`src/rtl/branch_resolve_queue.sv`:
```
// Tracks predicted branches in program order until execute resolves them,
// emitting BHT training pulses and mispredict flush/redirect with recovery stall.
module branch_resolve_queue #(
  parameter int DEPTH       = 4,
  parameter int PTR_W       = 2,
  parameter int RECOVER_CYC = 2
) (
  input  logic             clk,
  input  logic             rst,
  input  logic             push,
  input  logic [31:0]      push_pc,
  input  logic             push_pred_taken,
  input  logic [31:0]      push_alt_pc,
  input  logic             resolve_valid,
  input  logic             resolve_taken,
  input  logic [31:0]      resolve_pc,
  output logic             full,
  output logic             empty,
  output logic [PTR_W:0]   count,
  output logic             stall,
  output logic             update,
  output logic [31:0]      updatePC,
  output logic             branchResult,
  output logic             flush,
  output logic [31:0]      redirect_pc,
  output logic [15:0]      mispredict_count,
  output logic             err_overflow,
  output logic             err_underflow,
  output logic             err_order
);

  localparam int CW = (RECOVER_CYC > 1) ? $clog2(RECOVER_CYC) : 1;
  localparam int RL = RECOVER_CYC - 1;
  localparam logic [CW-1:0] RECOVER_LOAD = RL[CW-1:0];
  localparam logic [PTR_W:0] DEPTH_C = DEPTH[PTR_W:0];

  typedef enum logic {IDLE, RECOVER} state_t;

  state_t state, stateNext;
  logic [CW-1:0] recCnt, recCntNext;

  logic [31:0] pcMem   [DEPTH];
  logic        predMem [DEPTH];
  logic [31:0] altMem  [DEPTH];

  logic [PTR_W-1:0] head, tail;
  logic pop, mispredict, pushOk, overflow, underflow, orderBad;

  assign full  = (count == DEPTH_C);
  assign empty = (count == '0);
  assign stall = (state == RECOVER);

  assign pop        = resolve_valid && !empty;
  assign mispredict = pop && (resolve_taken != predMem[head]);
  assign pushOk     = push && (state == IDLE) && !mispredict
                      && (!full || pop);
  // Pushes during recovery are the expected squash, not an overflow.
  assign overflow   = push && (state == IDLE) && full && !pop;
  assign underflow  = resolve_valid && empty;
  assign orderBad   = pop && (resolve_pc != pcMem[head]);

  always_comb begin
    stateNext  = state;
    recCntNext = recCnt;
    unique case (state)
      IDLE: begin
        if (mispredict) begin
          stateNext  = RECOVER;
          recCntNext = RECOVER_LOAD;
        end
      end
      RECOVER: begin
        if (recCnt == '0) stateNext = IDLE;
        else recCntNext = recCnt - 1'b1;
      end
    endcase
  end

  always_ff @(posedge clk) begin
    if (rst) begin
      state            <= IDLE;
      recCnt           <= '0;
      head             <= '0;
      tail             <= '0;
      count            <= '0;
      update           <= 1'b0;
      flush            <= 1'b0;
      updatePC         <= '0;
      branchResult     <= 1'b0;
      redirect_pc      <= '0;
      mispredict_count <= '0;
      err_overflow     <= 1'b0;
      err_underflow    <= 1'b0;
      err_order        <= 1'b0;
    end else begin
      state  <= stateNext;
      recCnt <= recCntNext;
      update <= pop;
      flush  <= mispredict;
      if (pop) begin
        updatePC     <= pcMem[head];
        branchResult <= resolve_taken;
      end
      if (mispredict) begin
        redirect_pc <= altMem[head];
        head        <= tail;
        count       <= '0;
        if (mispredict_count != '1)
          mispredict_count <= mispredict_count + 1'b1;
      end else begin
        if (pop) head <= head + 1'b1;
        if (pushOk) tail <= tail + 1'b1;
        count <= count + {{PTR_W{1'b0}}, pushOk}
                       - {{PTR_W{1'b0}}, pop};
      end
      if (overflow) err_overflow <= 1'b1;
      if (underflow) err_underflow <= 1'b1;
      if (orderBad) err_order <= 1'b1;
    end
  end

  always_ff @(posedge clk) begin
    if (pushOk) begin
      pcMem[tail]   <= push_pc;
      predMem[tail] <= push_pred_taken;
      altMem[tail]  <= push_alt_pc;
    end
  end

endmodule

```
`config.mk`:
```
export PLATFORM = sky130hd
export DESIGN_NAME = branch_resolve_queue
export DESIGN_NICKNAME = d
export VERILOG_FILES = /design/src/rtl/branch_resolve_queue.sv
export SDC_FILE = /design/constraint.sdc
export NUM_CORES = 1
export LEC_CHECK = 0
export ABC_AREA = 1
export CELL_PAD_IN_SITES_DETAIL_PLACEMENT = 0
export CELL_PAD_IN_SITES_GLOBAL_PLACEMENT = 1
export CORE_AREA = 2 2 171 341
export CTS_CLUSTER_SIZE = 12
export DETAILED_ROUTE_END_ITERATION = 7
export DIE_AREA = 0 0 173 343
export PLACE_DENSITY_LB_ADDON = 0.25
export SYNTH_ARGS = -nofsm -noshare
export SYNTH_HDL_FRONTEND = slang
export SYNTH_SLANG_ARGS = --single-unit
```
`constraint.sdc`:
```
create_clock -name clk -period 6.7 [get_ports clk]
set_clock_uncertainty 0.2 [all_clocks]
set_input_delay 1.005 -clock clk [delete_from_list [all_inputs] [get_ports clk]]
set_output_delay 1.005 -clock clk [all_outputs]
set_load 0.02 [all_outputs]
```
==> impl_metrics.toml, run 1 <==
[status]
status = "finished clean"

[place]
place_inst = 2200
dpl_worst_slack_ps = 1760
port_buffers = 193
gp_congestion = 0.695
hpwl_mm = 23.6

[power_and_ir_drop]
vdd_ir_drop_max_mv = 0.144
power_density_mw_per_mm2 = 376
leakagePower_nw = 6.50

[sta]
fin_crit_ps = 4390
fin_crit_sh = 0.655
max_freq_mhz = 228
relSlewSlack = 0.240
tightest_slew_ps = 1140
drv_slew = 0
grt_setup_unrepaired = "false"
hold_viol = 0
setup_viol = 0
tns_ps = 0
worst_slack_ps = 2310

[route]
via_count = 9578
wl_per_cell_um = 16.7
drtIter0Drc = 541
drc_errors = 0
drtAntennaViolNets = 0
wl_mm = 37.9
firstDrtPassIters = 5
viasPerCell = 4.22

[global_route]
grt-busiest-layer = "met2"
grt.total_usage = 0.126
antenna_found_initial = 4
grt.met3_usage = 0.0267
grt_max_degree = 70
grt_pass1_wl_mm = 57.8
overflow = 0
grt_pass1_vias = 9515
grtUsageMet2 = 0.208
grt_use_met1 = 0.168

[floorplanning]
num_rows = 124
dieWidth_um = 173
core_area_sq_mm = 0.0568
die_h_um = 343
ios = 194
die_area_sq_mm = 0.0593
start_util = 0.248

[min_path]
hold_path.class = "flip-flop to flip-flop"

[setup_path]
crit_path_max_incr_delay_ps = 770
rrSetupSlack_ps = 2310
rr_endpoint = "altMem[1][23]"
cp.depth = 9
endpoint = "altMem[1][23]"
cp_cell_sequence = "buf_4 > nand2_1 > nand3_2 > nand2_2 > xor2_2 > nand2_2 > nand3_2 > nor2_4 > buf_4"
ff2ff_path_depth = 9
crit_path_end_kind = "flip-flop"
cp_max_fo = 66
crit_slowest_cell = "nor2_4"
setup.worst_path.start_class = "flip-flop"
path_delay_family = "simple AND/OR/NAND/NOR gates"
worstPathRequired_ps = 6690
setup.worst_path.class = "flip-flop to flip-flop"
cp_num_buf_inv = 2
crit_arrival_ps = 4380

[logic_synthesis]
synth_edf_count = 260
syn_nets = 1412
netlist_area_sq_mm = 0.0141
ys_ff_latch = 357
yosys_warnings = 0
ys_types = 32
avgSynthCellArea_sq_um = 10.8
synth-async-reset-ratio = 0
ys.flop_type = "edfxtp_1"
ys_seq_area_frac = 0.691
syn-instance-count = 1303

[clock_network]
ctsResizeCount = 0
cts_buffers = 37
htreeDepth = 2
path_clk_slew_ps = 60
root_buffer = "clkbuf_16"
clock-sinks = 357
hold_buffers = 0
cts_setup_buffers = 0
clock_path_buffers = 3
cts_tree = "done"
clk_latency_ps = 530

[layout]
num_antenna_cells = 0
fillCellCount = 5828
stdcell_count = 2268
layout_commonest_cell = "nand2_1"
fin_util = 0.316
drive_gt1_frac = 0.0556
nNetsFinal = 1592
layout_common_cells = "nand2_1 (346), edfxtp_1 (260), clkdlybuf4s50_1 (193), nand3_1 (134), o21ai_0 (103)"
syn_to_final_growth_pct = 27.2

[run]
drv_cap = 0
-- layer usage --
metal | part of all wire | routed length (um) | up-vias
li1 | - | - | 4853
met5 | 0.0013 | 49 | -
met2 | 0.46 | 17500 | 233
met1 | 0.47 | 17700 | 4440
met4 | 0.017 | 662 | 8
met3 | 0.051 | 1910 | 44
-- registers in the layout, summed over array words and instances (netlist names), 2 cells and up, named ones only --
name,flops
tail,2
redirect_pc,32
altMem,128
head,2
updatePC,32
mispredict_count,16
pcMem,128
predMem,4
count,3
-- worst reg2reg max path, delay by kind of cell, from the launching register on --
family	cells	cell delay (ps)
XOR/XNOR	1	180
buffers and inverters	2	1060
flip-flops	1	330
AND/OR/NAND/NOR	6	2280
-- power breakdown --
group	internal [mW]	switching, mW	total, mW	leakage, nW
Sequential	2.78	0.138	2.91	3.17
Clock	1.14	0.830	1.97	0.553
Combinational	0.630	1.22	1.85	2.78
Total	4.54	2.19	6.74	6.50
-- how the worst min path moves through the flow --
stage,start,endpoint,depth (start not counted)
CTS,redirect_pc[26],redirect_pc[26],2
detailed placement,redirect_pc[11],redirect_pc[11],2
finish,redirect_pc[26],redirect_pc[26],2
floorplan,recCnt,recCnt,2
global route,recCnt,recCnt,2
global placement,recCnt,recCnt,2
-- cell usage after synthesis (2+ instances only) --
master      n  share of area
nand3b_1   10         0.0053
nor2_2      2        0.00089
o21ai_0   103          0.037
buf_2      11         0.0039
xor2_1      8         0.0050
xor2_2      2         0.0023
a21oi_1    51          0.018
nand2_2     3         0.0013
nand2_1   346          0.092
clkbuf_1   38          0.010
xnor2_1     3         0.0019
inv_1      53          0.014
inv_2       6         0.0016
nor2_1    101          0.027
dfxtp_1    97           0.14
nand4_1     4         0.0018
o22ai_1    33          0.015
buf_4       4         0.0021
nor4_1      2        0.00089
ha_1        6         0.0053
edfxtp_1  260           0.55
o21ai_1     2        0.00071
nand3_2     2         0.0014
nor3_1      5         0.0018
buf_6      11         0.0088
nand3_1   134          0.048
-- cells by family after synthesis --
family | synth area share
simple gates | 0.181
flops | 0.691
compound gates | 0.0710
buf+inv | 0.0412
xor+xnor | 0.00914
fa+ha+maj | 0.00674
-- metrics by stage --
step / instance area, sq um / power, mW / hold WS (ps)
2_1_floorplan: 14100 / 4.12 / 242
3_3_place_gp: 16800 / 4.86 / 254
3_5_place_dp: 16800 / 4.86 / 261
4_1_cts: 17900 / 6.87 / 270
5_1_grt: 17900 / 7.15 / 279
6_report: 17900 / 6.74 / 266
-- final cells by class --
type / count / area [sq um] / area share
Inverter: 60 / 226 / 0.0126
Tap cell: 756 / 946 / 0.0527
Multi-Input combinational cell: 821 / 3800 / 0.212
Timing Repair Buffer: 206 / 2070 / 0.115
Clock buffer: 60 / 1070 / 0.0599
Clock inverter: 8 / 65.1 / 0.00363
Sequential cell: 357 / 9750 / 0.544
Power figures use the tool's default switching activity.
==> inputs of run 2 (changes only) <==
==> constraint.sdc (replaced) <==
create_clock -name clk -period 4.18 [get_ports clk]
set_clock_uncertainty 0.2 [all_clocks]
set_input_delay 0.627 -clock clk [delete_from_list [all_inputs] [get_ports clk]]
set_output_delay 0.627 -clock clk [all_outputs]
set_load 0.02 [all_outputs]
==> impl_metrics.toml, run 2 (synthesized netlist as in run 1, its figures left out) <==
[route]
via_count = 9774
drtIter0Drc = 610
firstDrtPassIters = 5
drtAntennaViolNets = 0
wl_per_cell_um = 17.2
wl_mm = 39.0
drc_errors = 0
viasPerCell = 4.30

[layout]
syn_to_final_growth_pct = 27.3
layout_commonest_cell = "nand2_1"
drive_gt1_frac = 0.0606
ff_latch_area_sq_mm = 0.00975
num_antenna_cells = 0
multiInputGateArea_sq_mm = 0.00380
layout_common_cells = "nand2_1 (346), edfxtp_1 (260), clkdlybuf4s50_1 (193), nand3_1 (134), o21ai_0 (103)"
nNetsFinal = 1600
reg_top3 = "altMem (128), pcMem (128)"
fillCellCount = 5910

[sta]
relSlewSlack = 0.463
grt_setup_unrepaired = "false"
fin_crit_sh = 0.681
hold_viol = 0
setup_viol = 0
hold-worst-slack_ps = 262
tightest_slew_ps = 805
max_freq_mhz = 351
drv_slew = 0
fin_crit_ps = 2850

[clock_network]
clock-sinks = 357
cts_buffers = 37
ctsResizeCount = 0
clk_latency_ps = 540
path_clk_slew_ps = 60
cts_tree = "done"
hold_buffers = 0
root_buffer = "clkbuf_16"
clock_path_buffers = 3
htreeDepth = 2
cts_setup_buffers = 0

[power_and_ir_drop]
leakagePower_nw = 6.53
combPwrFrac = 0.278
internal-power_mw = 7.24
p_total_mw = 10.8
power_switching_mw = 3.55
power_density_mw_per_mm2 = 601
pwr-share-seq = 0.433
vdd_ir_drop_max_mv = 0.270
swShare = 0.329
p_clk_frac = 0.289

[min_path]
hold_path.class = "flip-flop to flip-flop"

[status]
status = "finished clean"

[setup_path]
worstPathRequired_ps = 3350
setup.worst_path.start_class = "flip-flop"
crit_arrival_ps = 2020
setup.worst_path.class = "flip-flop to output pin"
crit_path_end_kind = "output pin"
cp_max_fo = 4

[floorplanning]
core_area_sq_mm = 0.0568
die_h_um = 343
dieWidth_um = 173
num_rows = 124
ios = 194
die_area_sq_mm = 0.0593
start_util = 0.248

[place]
gp_congestion = 0.746
port_buffers = 193
hpwl_mm = 24.3

[global_route]
overflow = 0
grt.total_usage = 0.131
grt_pass1_vias = 9675
grt_pass1_wl_mm = 59.8
antenna_found_initial = 7
grt_max_degree = 67

[run]
drv_cap = 0
==> run 2: cell types whose count changed in the layout (fill, tap and decap cells not counted), sizes merged <==
cell,delta
buf,+8
clkbuf,+1
clkinv,-1
bufinv,-1
==> run 2: final cells by class <==
type	count	area share
flip-flops and latches	357	0.543
inverters	60	0.0126
well taps	756	0.0527
clock buffers	61	0.0601
clock inverters	6	0.00181
multi-input cells	821	0.212
repair buffers	214	0.118
==> run 2: metal layers <==
layer / wire length (um) / GRT usage / share of wire / vias up
met1: 18000 / 0.172 / 0.46 / 4592
li1: - / - / - / 4870
met2: 17900 / 0.212 / 0.46 / 237
met3: 2220 / 0.0328 / 0.057 / 63
met4: 840 / 0.0388 / 0.022 / 12
met5: 78 / 0 / 0.0020 / -
==> run 2: power groups by stage <==
stage               Combinational, mW  Sequential, mW  Clock [mW]
finish                           3.00            4.67        3.11
global route                     3.37            4.72        3.37
CTS                              3.11            4.67        3.25
detailed placement               3.09            4.74           0
global placement                 3.08            4.75           0
floorplan                        1.61            4.99           0
==> run 2: path summary, 6_finish.rpt <==
path                                start        end  slack, ps  depth (start not counted)
worst max-delay path             count[1]       full       1330                          4
worst min-delay path               recCnt     recCnt        260                          2
worst max register to register  flip-flop  err_order       1680                         14
worst min register to register     recCnt     recCnt        260                          2
==> run 2: worst max-delay path, stage by stage, from the launching register on <==
cell             delay, ps
dfxtp_1                360
inv_1                  110
nand2_1                 80
nor2_1                 280
clkdlybuf4s50_1        680
==> run 2: stage by stage <==
stage / util / std cells / TNS, ps / setup slack [ps] / area (sq um)
4_1_cts: 0.316 / 2275 / 0 / 1320 / 18000
3_5_place_dp: 0.297 / 2208 / 0 / 924 / 16800
6_report: 0.316 / 2275 / 0 / 1330 / 18000
2_1_floorplan: - / 1303 / -113030 / -435 / 14100
3_3_place_gp: 0.297 / 2208 / 0 / 920 / 16800
5_1_grt: 0.316 / 2275 / 0 / 1200 / 18000
